$ cat src/rtl/mem_port_arbiter.sv
// mem_port_arbiter
//   Shares one non-pipelined data-memory port between the instruction-fetch requester (IF)
//   and the load/store requester (LS). One access is in flight at a time. LS normally wins
//   arbitration, but after STARVE_MAX consecutive LS grants with IF waiting, IF is granted.
//   Misaligned or out-of-range LS accesses are answered with an error and never reach memory.
//
// Ports
//   clk, reset                      clock, synchronous active-high reset
//   if_req_valid/ready/addr         IF read request handshake
//   if_rsp_valid/data               IF read response (one-cycle pulse)
//   ls_req_valid/ready/we/addr/wdata LS request handshake
//   ls_rsp_valid/data/err           LS completion (one-cycle pulse)
//   mem_rd_en/wr_en/addr/wr_data    memory request, strobes one cycle wide
//   mem_rd_data                     memory read data, valid the cycle after mem_rd_en
module mem_port_arbiter #(
    parameter int unsigned ADDR_W     = 32,
    parameter int unsigned DATA_W     = 64,
    parameter int unsigned MEM_BYTES  = 2048,
    parameter int unsigned STARVE_MAX = 4
) (
    input  logic              clk,
    input  logic              reset,

    input  logic              if_req_valid,
    output logic              if_req_ready,
    input  logic [ADDR_W-1:0] if_req_addr,
    output logic              if_rsp_valid,
    output logic [DATA_W-1:0] if_rsp_data,

    input  logic              ls_req_valid,
    output logic              ls_req_ready,
    input  logic              ls_req_we,
    input  logic [ADDR_W-1:0] ls_req_addr,
    input  logic [DATA_W-1:0] ls_req_wdata,
    output logic              ls_rsp_valid,
    output logic [DATA_W-1:0] ls_rsp_data,
    output logic              ls_rsp_err,

    output logic              mem_rd_en,
    output logic              mem_wr_en,
    output logic [ADDR_W-1:0] mem_addr,
    output logic [DATA_W-1:0] mem_wr_data,
    input  logic [DATA_W-1:0] mem_rd_data
);

    localparam int unsigned WORD_BYTES = DATA_W / 8;
    localparam int unsigned CNT_W      = $clog2(STARVE_MAX + 1);

    localparam logic [ADDR_W-1:0] OFF_MASK     = ADDR_W'(WORD_BYTES - 1);
    localparam logic [ADDR_W:0]   WORD_BYTES_X = (ADDR_W + 1)'(WORD_BYTES);
    localparam logic [ADDR_W:0]   MEM_BYTES_X  = (ADDR_W + 1)'(MEM_BYTES);
    localparam logic [CNT_W-1:0]  STARVE_LIM   = CNT_W'(STARVE_MAX);

    typedef enum logic [1:0] {StIdle, StIssue, StResp} state_e;

    state_e              state_q, state_d;
    logic [CNT_W-1:0]    starve_q, starve_d;
    logic                owner_ls_q, owner_ls_d;
    logic                we_q, we_d;
    logic                err_q, err_d;
    logic [ADDR_W-1:0]   mem_addr_q, mem_addr_d;
    logic [DATA_W-1:0]   mem_wr_data_q, mem_wr_data_d;
    logic                mem_rd_en_q, mem_rd_en_d;
    logic                mem_wr_en_q, mem_wr_en_d;
    logic                if_rsp_valid_q, if_rsp_valid_d;
    logic                ls_rsp_valid_q, ls_rsp_valid_d;
    logic                ls_rsp_err_q, ls_rsp_err_d;

    logic arb_phase, if_force, ls_wins, if_wins;
    logic if_acc, ls_acc, acc, ls_err;

    // Arbitration. With no requester valid both readies stay high; once a winner exists
    // only the winner sees ready.
    always_comb begin
        arb_phase    = (state_q != StIssue);
        if_force     = (starve_q == STARVE_LIM) && if_req_valid;
        ls_wins      = ls_req_valid && !if_force;
        if_wins      = if_req_valid && !ls_wins;
        if_req_ready = arb_phase && !ls_wins;
        ls_req_ready = arb_phase && !if_wins;
        if_acc       = if_req_valid && if_req_ready;
        ls_acc       = ls_req_valid && ls_req_ready;
        acc          = if_acc || ls_acc;
        // Widened by one bit so addr + WORD_BYTES cannot wrap.
        ls_err       = ((ls_req_addr & OFF_MASK) != '0) ||
                       (({1'b0, ls_req_addr} + WORD_BYTES_X) > MEM_BYTES_X);
    end

    always_comb begin
        state_d        = state_q;
        starve_d       = starve_q;
        owner_ls_d     = owner_ls_q;
        we_d           = we_q;
        err_d          = err_q;
        mem_addr_d     = mem_addr_q;
        mem_wr_data_d  = mem_wr_data_q;
        mem_rd_en_d    = 1'b0;
        mem_wr_en_d    = 1'b0;
        if_rsp_valid_d = 1'b0;
        ls_rsp_valid_d = 1'b0;
        ls_rsp_err_d   = 1'b0;

        unique case (state_q)
            StIdle: begin
                if (acc) state_d = StIssue;
            end
            StIssue: begin
                state_d        = StResp;
                if_rsp_valid_d = !owner_ls_q;
                ls_rsp_valid_d = owner_ls_q;
                ls_rsp_err_d   = owner_ls_q && err_q;
            end
            StResp: begin
                state_d = acc ? StIssue : StIdle;
            end
            default: state_d = StIdle;
        endcase

        // acc can only be true outside StIssue because ready is gated there.
        if (acc) begin
            owner_ls_d    = ls_acc;
            we_d          = ls_acc && ls_req_we;
            err_d         = ls_acc && ls_err;
            mem_addr_d    = ls_acc ? ls_req_addr : if_req_addr;
            mem_wr_data_d = ls_acc ? ls_req_wdata : '0;
            mem_rd_en_d   = !we_d && !err_d;
            mem_wr_en_d   = we_d && !err_d;
        end

        if (!if_req_valid || if_acc) begin
            starve_d = '0;
        end else if (ls_acc && (starve_q != STARVE_LIM)) begin
            starve_d = starve_q + CNT_W'(1);
        end
    end

    always_ff @(posedge clk) begin
        if (reset) begin
            state_q        <= StIdle;
            starve_q       <= '0;
            owner_ls_q     <= 1'b0;
            we_q           <= 1'b0;
            err_q          <= 1'b0;
            mem_addr_q     <= '0;
            mem_wr_data_q  <= '0;
            mem_rd_en_q    <= 1'b0;
            mem_wr_en_q    <= 1'b0;
            if_rsp_valid_q <= 1'b0;
            ls_rsp_valid_q <= 1'b0;
            ls_rsp_err_q   <= 1'b0;
        end else begin
            state_q        <= state_d;
            starve_q       <= starve_d;
            owner_ls_q     <= owner_ls_d;
            we_q           <= we_d;
            err_q          <= err_d;
            mem_addr_q     <= mem_addr_d;
            mem_wr_data_q  <= mem_wr_data_d;
            mem_rd_en_q    <= mem_rd_en_d;
            mem_wr_en_q    <= mem_wr_en_d;
            if_rsp_valid_q <= if_rsp_valid_d;
            ls_rsp_valid_q <= ls_rsp_valid_d;
            ls_rsp_err_q   <= ls_rsp_err_d;
        end
    end

    // Read data arrives from memory during the response cycle, so it is passed through
    // rather than registered. we_q/err_q still describe the responding access here.
    always_comb begin
        mem_rd_en    = mem_rd_en_q;
        mem_wr_en    = mem_wr_en_q;
        mem_addr     = mem_addr_q;
        mem_wr_data  = mem_wr_data_q;
        if_rsp_valid = if_rsp_valid_q;
        ls_rsp_valid = ls_rsp_valid_q;
        ls_rsp_err   = ls_rsp_err_q;
        if_rsp_data  = if_rsp_valid_q ? mem_rd_data : '0;
        ls_rsp_data  = (ls_rsp_valid_q && !we_q && !err_q) ? mem_rd_data : '0;
    end

endmodule

$ cat config.mk
export PLATFORM = sky130hd
export DESIGN_NAME = mem_port_arbiter
export DESIGN_NICKNAME = d
export VERILOG_FILES = /design/src/rtl/mem_port_arbiter.sv
export SDC_FILE = /design/constraint.sdc
export NUM_CORES = 1
export LEC_CHECK = 0
export BUFFER_PORTS_ARGS = -buffer_cell sky130_fd_sc_hd__buf_2
export CAP_MARGIN = 10
export CORE_AREA = 2 2 165 167
export DETAILED_ROUTE_END_ITERATION = 10
export DIE_AREA = 0 0 167 169
export PLACE_DENSITY = 0.55
export SLEW_MARGIN = 20
export SYNTH_ARGS = -nofsm -noshare
export SYNTH_HDL_FRONTEND = slang
export SYNTH_SLANG_ARGS = --single-unit
$ cat constraint.sdc
create_clock -name clk -period 2.3 [get_ports clk]
set_input_delay 0.115 -clock clk [delete_from_list [all_inputs] [get_ports clk]]
set_output_delay 0.115 -clock clk [all_outputs]
set_load 0.1 [all_outputs]
==> results.cfg <==
[critical_path]
critPathLaunchType = input pin
worstSetupPathType = input pin to register
cp_data_arrival_time_ps = 2350
r2r_cells = 6
rrSetupSlack_ps = 470
cp.required_ps = 2570
end_kind = register
cp_max_fo = 5

[synthesis]
synth_compound_area_frac = 0.212
synthXorXnorAreaFrac = 0.00968
synth_top_family_by_area = simple AND/OR/NAND/NOR gates
yosysSeqAreaShare = 0.402
synthesis.area_um2 = 5430
synth_mux_area_frac = 0.00783
synth_nets = 856
yosys.area_share.adder = 0.00691
synth_top_area_share = 0.402
synthCells = 656
yosys_warnings = 0
synth_ff_type = dfxtp_1
ys_types = 56
synth_edf_count = 0
synth-seq-cells = 109
synthArstFlopShare = 0
netlist_top_cells_area = dfxtp_1 (40%), and2_1 (15%), a22oi_1 (9.1%), nor2_1 (5.6%), o221ai_1 (5.2%)
syn_avg_cell_area_um2 = 8.28
synth_area_leader_cell = dfxtp_1
synthSimpleGateAreaFrac = 0.317

[timing]
finalCriticalPeriod_ps = 2080
slew_viol_final = 0
clock_skew_ps = 17.2
max-slew-margin-rel = 0.373
max_freq_mhz = 480
setup-violations-final = 0
fin_hold_ws_ps = 36.8
rsz0062_at_grt = false
tightest_slew_ps = 937
fin_setup_tns_ps = 0
hold_viol_final = 0
fin_crit_sh = 0.906

[cts]
numCtsBuffers = 9
cts_root_buf = clkbuf_16
cts_resized = 0
hold_buffers = 62
htreeDepth = 3
cts_tree = yes
clk_latency_ps = 360
clockBufferDepth = 2
cts.sinks = 109
cts_setup_buffers = 0
clk_pin_slew_ps = 90

[route]
final_antenna_net_count = 0
drc = 0
dr.first_iter.drc_count = 382
num_vias = 6777
dr.pass1.iters = 5
wl_per_cell_um = 16.9
wirelength_mm = 24.9
avgViaCountPerCell = 4.59

[layout]
area_growth_pct = 95.1
diodes = 0
drive_gt1_frac = 0.541
finalNonFillerCells = 1475
nNetsFinal = 1329

[global_routing]
gr-total-overflow = 0
grt_pass1_vias = 6440
met2_usage = 0.281
grt_use_total = 0.166
antenna_found_initial = 2
grt_use_met1 = 0.213
grt_max_degree = 66
met3_usage = 0.0372
grt_busiest_layer = met2
grt_pass1_wl_mm = 37.0

[run_status]
status = complete, no violations

[place]
hpwl_mm = 18.6
gp_congestion = 0.900
port_buffers = 427
placedCellCount = 1397

[floorplanning]
start_util = 0.205
die_area_um2 = 28200
die_w_um = 167
core_area_um2 = 26500
io_pins = 428
std_cell_rows = 60
fp.dieH_um = 169

[flow_run]
cap_violations = 0

[pwr]
p_leak_nw = 4.89
power.total_mw = 6.12
peakVddDrop_mv = 0.361
power_density_nw_per_um2 = 578

[worst_hold_path]
whs_path_depth = 3
hp-class = input pin to register
[critical path, stage by stage]
cell and delay (ps):
buf_2 130, ha_1 190, nand4_2 150, nor4_4 400, and4b_2 270, nor3_1 60
a2111oi_1 430, nand4_1 220, buf_4 190, nor3_1 180
[cells in the mapped netlist (4+ instances only)]
cell type,count
clkbuf_1,49
o221ai_1,32
and2_1,131
a22oi_1,66
nand2_1,47
nor3_1,9
and3_1,4
nand4_1,7
nor2_1,81
nand3_1,9
dfxtp_1,109
and2_2,4
a21oi_1,39
[cells in the final DEF (no fill, tap or decap), types with 3 or more instances in the layout]
| cell type | synthesis | routed |
|---|---|---|
| a21oi_1 | 39 | 38 |
| a22oi_1 | 66 | 66 |
| and2_1 | 131 | 11 |
| and2_2 | 4 | 124 |
| and3_1 | 4 | 4 |
| buf_12 | 0 | 101 |
| buf_2 | 0 | 330 |
| buf_4 | 1 | 24 |
| clkbuf_16 | 0 | 9 |
| dfxtp_1 | 109 | 108 |
| dlygate4sd3_1 | 0 | 62 |
| ha_1 | 3 | 3 |
| inv_1 | 3 | 3 |
| inv_8 | 0 | 3 |
| nand2_1 | 47 | 47 |
| nand3_1 | 9 | 9 |
| nand4_1 | 7 | 7 |
| nor2_1 | 81 | 79 |
| nor3_1 | 9 | 9 |
| o221ai_1 | 32 | 32 |
| or4_1 | 3 | 3 |
| xnor2_1 | 3 | 3 |
| xor2_1 | 3 | 3 |
[logic make-up (layout without fill, tap and decap cells)]
group	after synthesis	in the layout
simple gates	316	316
compound gates	160	160
flops	109	109
buf+inv	58	536
xor+xnor	6	6
mux	4	4
fa+ha+maj	3	3
[per-stage QoR]
| step | worst slack, ps | util | cell area, um2 |
|---|---|---|---|
| after floorplan | -363 | - | 5590 |
| final | 215 | 0.400 | 10600 |
| after global routing | 20.0 | 0.400 | 10600 |
| after global placement | -8.25 | 0.365 | 9660 |
| after detailed placement | -116 | 0.365 | 9660 |
| after CTS | 214 | 0.400 | 10600 |
[per-layer routing]
metal	routed length, um	vias to the layer above
met1	10600	3173
met2	12300	301
met5	31	-
met4	393	4
li1	-	3273
met3	1660	26
[layout make-up]
class	instances	area (um2)
Fill cell	2577	15900
Tap cell	341	427
Clock inverter	7	91.3
Clock buffer	9	225
Timing Repair Buffer	517	4470
Multi-Input combinational cell	489	3190
Inverter	3	11.3
Sequential cell	109	2180
[worst paths after layout]
| kind | startpoint | to |
|---|---|---|
| max | ls_req_addr[4] | mem_wr_en |
| min | ls_req_wdata[26] | mem_wr_data[26] |
| max reg2reg | state_q[0] | mem_addr[9] |
| min reg2reg | state_q[0] | state_q[0] |
[report_power, final]
part           internal, mW  switching, mW
Combinational         0.642           1.72
Clock                 0.799          0.891
Sequential             2.01         0.0617
Total                  3.45           2.67
[state kept, by name, summed over array words and instances (netlist names)]
signal,flops
mem_rd_en,1
ls_rsp_valid,1
if_rsp_valid,1
we_q,1
owner_ls_q,1
mem_wr_en,1
mem_wr_data,64
ls_rsp_err,1
starve_q,3
mem_addr,32
state_q,2
err_q,1
(Power assumes the default switching activity.)
